===== config.mk =====
export PLATFORM = sky130hd
export DESIGN_NAME = datapath_unit
export DESIGN_NICKNAME = d
export VERILOG_FILES = /design/src/rtl/datapath_unit.sv
export SDC_FILE = /design/constraint.sdc
export NUM_CORES = 1
export LEC_CHECK = 0
export ABC_CLOCK_PERIOD_IN_PS = 4450
export CAP_MARGIN = 25
export CORE_MARGIN = 2
export CORE_UTILIZATION = 56
export CTS_BUF_LIST = sky130_fd_sc_hd__clkbuf_4 sky130_fd_sc_hd__clkbuf_8 sky130_fd_sc_hd__clkbuf_16
export DETAILED_ROUTE_END_ITERATION = 8
export PLACE_DENSITY = 0.77
export SYNTH_ARGS = -nofsm -noshare
export SYNTH_HDL_FRONTEND = slang
export SYNTH_SLANG_ARGS = --single-unit

===== constraint.sdc =====
create_clock -name clk -period 4.45 [get_ports clk]
set_input_delay 0.6675 -clock clk [delete_from_list [all_inputs] [get_ports clk]]
set_output_delay 0.6675 -clock clk [all_outputs]
set_load 0.05 [all_outputs]

===== src/rtl/datapath_unit.sv =====
// Execute/memory datapath: ALU, swept data memory, registered result and flags.
// Define DATAPATH_DMEM_BYPASS_EN for write-first forwarding on store+load.
module datapath_unit #(
  parameter int DATA_WIDTH = 8,
  parameter int ADDR_BITS  = 5
) (
  input  logic                  clk,
  input  logic                  rst,
  input  logic [DATA_WIDTH-1:0] operand1,
  input  logic [DATA_WIDTH-1:0] operand2,
  input  logic [DATA_WIDTH-1:0] offset,
  input  logic [3:0]            opcode,
  input  logic                  sel1,
  input  logic                  sel3,
  input  logic                  w_r,
  output logic [DATA_WIDTH-1:0] result2,
  output logic                  zero,
  output logic                  carry,
  output logic                  busy
);

  localparam int DEPTH = 1 << ADDR_BITS;

  typedef enum logic {CLEAR, RUN} state_t;

  state_t                state;
  state_t                next_state;
  logic [ADDR_BITS-1:0]  count;
  logic [DATA_WIDTH-1:0] mem [DEPTH];

  logic [DATA_WIDTH-1:0] b;
  logic [DATA_WIDTH-1:0] alu_y;
  logic                  alu_c;
  logic [DATA_WIDTH:0]   sum;
  logic [DATA_WIDTH:0]   diff;
  logic [DATA_WIDTH:0]   shl_w;
  logic [DATA_WIDTH:0]   shr_w;
  logic [2:0]            sh;
  logic [ADDR_BITS-1:0]  addr;
  logic [DATA_WIDTH-1:0] load_data;
  logic                  w_r_q;
  logic                  nop;
  logic                  run;
  logic                  store;

  always_comb begin
    b     = sel3 ? offset : operand2;
    sh    = b[2:0];
    sum   = {1'b0, operand1} + {1'b0, b};
    diff  = {1'b0, operand1} - {1'b0, b};
    // One spare bit on each side catches the last bit shifted out
    shl_w = {1'b0, operand1} << sh;
    shr_w = {operand1, 1'b0} >> sh;
    alu_y = '0;
    alu_c = 1'b0;
    case (opcode)
      4'h0: begin
        alu_y = sum[DATA_WIDTH-1:0];
        alu_c = sum[DATA_WIDTH];
      end
      4'h1: begin
        alu_y = diff[DATA_WIDTH-1:0];
        alu_c = diff[DATA_WIDTH];
      end
      4'h2: alu_y = operand1 & b;
      4'h3: alu_y = operand1 | b;
      4'h4: alu_y = operand1 ^ b;
      4'h5: alu_y = ~operand1;
      4'h6: begin
        alu_y = shl_w[DATA_WIDTH-1:0];
        alu_c = shl_w[DATA_WIDTH];
      end
      4'h7: begin
        alu_y = shr_w[DATA_WIDTH:1];
        alu_c = shr_w[0];
      end
      4'h8: alu_y = operand1;
      4'h9: alu_y = b;
      4'ha: alu_y = {{(DATA_WIDTH-1){1'b0}}, (operand1 < b)};
      default: ;
    endcase
  end

  assign addr  = alu_y[ADDR_BITS-1:0];
  assign nop   = (opcode == 4'hf);
  assign run   = (state == RUN);
  assign store = run && !nop && w_r && !w_r_q;
  assign busy  = (state == CLEAR);

`ifdef DATAPATH_DMEM_BYPASS_EN
  assign load_data = store ? operand2 : mem[addr];
`else
  assign load_data = mem[addr];
`endif

  always_comb begin
    next_state = state;
    unique case (state)
      CLEAR:   if (&count) next_state = RUN;
      RUN:     next_state = RUN;
      default: next_state = CLEAR;
    endcase
    if (rst) next_state = CLEAR;
  end

  always_ff @(posedge clk) begin
    state <= next_state;
    if (rst) begin
      count <= '0;
    end else if (state == CLEAR) begin
      count <= count + 1'b1;
    end
  end

  always_ff @(posedge clk) begin
    if (!rst) begin
      if (state == CLEAR) begin
        mem[count] <= '0;
      end else if (store) begin
        mem[addr] <= operand2;
      end
    end
  end

  always_ff @(posedge clk) begin
    if (rst) begin
      result2 <= '0;
      zero    <= 1'b0;
      carry   <= 1'b0;
      w_r_q   <= 1'b0;
    end else begin
      w_r_q <= w_r;
      if (run && !nop) begin
        if (sel1) begin
          result2 <= alu_y;
          zero    <= (alu_y == '0);
          carry   <= alu_c;
        end else begin
          result2 <= load_data;
        end
      end
    end
  end

endmodule


==> flow_summary_export.csv, run 1 <==
group,metric,value,unit
cts,cts_max_path_buffers,3,
final_layout,stdcell_count,1611,
run_status,status,"complete, no violations",
logic_synthesis,synth_edf_count,256,
logic_synthesis,synth.most_common_cell,"edfxtp_1",
global_route,grt_overflow_total,0,
logic_synthesis,mappedNetlistArea,13500,sq um
worst_setup_path,reg2reg_depth,9,
cts,clk_latency,0.55,ns
logic_synthesis,seq_area_frac_synth,59.6,%
global_route,grt_pass1_wl,60200,um
final_layout,final_util,71.3,%
power_and_ir_drop,ir_worst_vdd,0.000348,V
final_layout,nets,1332,
sta,fin_crit,4.31,ns
logic_synthesis,synth_warnings,0,
power_and_ir_drop,power_switching,1570,uW
logic_synthesis,synth_flop_cell,"edfxtp_1",
logic_synthesis,synth_area_leaders,"edfxtp_1 57%, mux2i_1 9.1%, mux2_2 2.6%, nor2_1 2.5%, dfxtp_1 2.5%",
floorplan,die_w,159,um
sta,hold_violations,0,
routing,drt-initial-drc-count,1274,
worst_setup_path,end_kind,"flop",
run,maxCapViolCount,0,
worst_setup_path,critPathRequiredTime,4.70,ns
worst_setup_path,criticalPathCategory,"primary input to flop",
floorplan,core-area,23500,sq um
routing,vias_per_cell,6.24,
power_and_ir_drop,power.density,371,nW/um^2
logic_synthesis,yosysTopAreaCellShare,57.1,%
sta,drv_slew,0,
sta,fmax,232,MHz
worst_hold_path,min_path_type,"flop to flop",
sta,tightestPinTransition,0.740,ns
place,hpwl,27800,um
logic_synthesis,syn_inst,1039,
routing,drc,0,
cts,numCtsBuffers,27,
logic_synthesis,yosysUniqueCellTypes,76,
routing,totalWireLength,40600,um
worst_setup_path,critPathMaxFanout,9,
worst_setup_path,cp.arrival,4.56,ns
sta,setup_viol,0,
cts,htree_levels,1,
sta,hold-worst-slack,0.489,ns
place,gp_congestion,1.03,
sta,finClkSkew,0.0204,ns
floorplan,initial_core_util,57.2,%
global_route,grt_use_total,31.6,%
logic_synthesis,synth_nets,1101,
worst_hold_path,holdCritStartpoint,"result2[3]$_SDFFE_PP0P_",
global_route,grt_pass1_vias,9835,
worst_setup_path,r2r_start,"run$_SDFF_PP0_",
logic_synthesis,synth-seq-cells,273,
routing,vias,10049,
power_and_ir_drop,clockPowerShare,37.8,%
global_route,antenna_found_initial,3,
sta,relSlewSlack,50.2,%
sta,finalCritPeriodShare,96.8,%
cts,clock-sinks,273,
worst_setup_path,start_kind,"primary input",
final_layout,drive_gt1_share,25.3,%
floorplan,die_h,159,um
power_and_ir_drop,p_seq_share,44.9,%
logic_synthesis,yosys.area.top_type,"edfxtp_1",
floorplan,io_pins,44,
worst_setup_path,rrSetupSlack,1.66,ns
worst_setup_path,r2r_end,"mem[31][0]$_DFFE_PP_",
worst_hold_path,holdPathStages,2,
cts,cts_root_buf,"clkbuf_16",
routing,dr.pass1.iters,6,
routing,drtAntennaViolNets,0,
logic_synthesis,async_flop_share,0,%
worst_hold_path,whs_endpoint,"result2[3]$_SDFFE_PP0P_",
cts,clk_pin_slew,0.06,ns
place,dp_cells,1558,
power_and_ir_drop,p_leak,0.00585,uW
logic_synthesis,yosys-top-cells-count,"256 x edfxtp_1, 123 x mux2i_1, 91 x nor2_1",
floorplan,rows,56,
cts,cts_tree,"built",
final_layout,area_growth,24.5,%
global_route,grt_max_degree,35,
floorplan,die_area,25300,sq um
logic_synthesis,syn-mean-instance-area,13.0,sq um
place,io_buffers,43,
power_and_ir_drop,combPwrFrac,17.3,%
cts,hold_buffers,0,
power_and_ir_drop,p_int,4660,uW
power_and_ir_drop,p_sw_share,25.2,%
routing,post_drt_wl_per_cell,25.2,um
==> per-layer routing <==
layer / up-vias / track usage, % / part of all wire [%]
met5: - / 0 / 0.032
met4: 2 / 11.3 / 3.8
met3: 105 / 6.93 / 9.8
met2: 514 / 49.5 / 46
met1: 4958 / 44.1 / 41
li1: 4470 / - / -
==> critical path, cell delays in order <==
cell,delay [ns]
clkdlybuf4s50_1,0.50
buf_4,0.18
mux2i_4,0.24
buf_4,0.16
ha_1,0.26
a21o_1,0.21
a21oi_1,0.14
buf_4,0.14
a2bb2oi_1,0.14
mux2i_1,0.08
buf_4,0.15
nor4b_4,0.23
buf_4,0.18
buf_12,0.11
buf_4,0.18
a21oi_1,0.14
nor2_1,0.22
nand2_1,0.18
nor2_1,0.23
buf_4,0.19
==> final cells by class <==
class,instances,area (sq um)
Antenna cell,1,2.50
Clock buffer,31,706
Clock inverter,19,228
Fill cell,1646,6770
Inverter,34,128
Multi-Input combinational cell,673,5080
Sequential cell,273,8030
Tap cell,319,399
Timing Repair Buffer,261,2200
==> cells in the final DEF, fill, tap and decap left out, types with 30 or more instances in the layout <==
cell             Yosys  layout
buf_4               15     207
inv_1               33      33
a21oi_1             46      45
nand2_1             65      64
edfxtp_1           256     256
nor2_1              91      90
mux2_2              31      31
mux2i_1            123     123
clkdlybuf4s50_1      0      43
o21ai_0             31      30
==> worst max-delay path by stage <==
stage	end	depth (start not counted)	slack, ns	from
CTS	result2[5]$_SDFFE_PP0P_	18	0.04	sel3
floorplan	mem[13][0]$_DFFE_PP_	16	-0.006	sel3
global placement	result2[5]$_SDFFE_PP0P_	19	-0.54	sel3
finish	mem[18][1]$_DFFE_PP_	20	0.14	sel3
global route	result2[6]$_SDFFE_PP0P_	19	-0.008	sel3
detailed placement	result2[5]$_SDFFE_PP0P_	18	-0.52	sel3
==> power groups by stage <==
stage               Combinational, uW  Sequential, uW  Clock, uW
finish                           1080            2790       2360
global route                     1130            2790       2470
CTS                              1040            2790       2370
detailed placement               1030            2850          0
global placement                 1020            2850          0
floorplan                         579            2850          0
==> cells by family (layout without fill, tap and decap cells) <==
logic type,Yosys count,count (layout),synth area share [%]
muxes,164,164,13.4
adders and majority gates,29,29,2.80
other,0,1,0
xor gates and xnor gates,5,5,0.325
and+or+nand+nor,256,256,9.26
AOI/OAI and AO/OA,219,219,11.1
buffers and inverters,93,345,3.45
DFF,273,273,59.6
==> flip-flops by register name (all words and copies together) (netlist names) <==
signal,cells
mem,256
result2,8
count,5
carry,1
run,1
w_r_q,1
zero,1
==> metrics by stage <==
stage	TNS, ns	area [sq um]	power (uW)	worst slack, ns
floorplan	-0.286	13500	3430	-0.00597
global placement	-69.60	15800	3870	-0.538
detailed placement	-73.01	15800	3880	-0.519
CTS	0	16700	6200	0.0363
global route	-0.0134	16800	6400	-0.00818
finish	0	16800	6230	0.142
==> timing repair <==
item,CTS,global route
endpoints found under the setup margin,1,156
gates resized for setup,0,19
setup buffers,0,2
pin swaps,1,1
Note: power is estimated with default switching activity, not from simulation.
==> run 2, diff against run 1 <==
- CTS_CLUSTER_DIAMETER: default -> 200
==> results of run 2 <==
No change in the layout: final DEF, timing and power equal those of run 1.
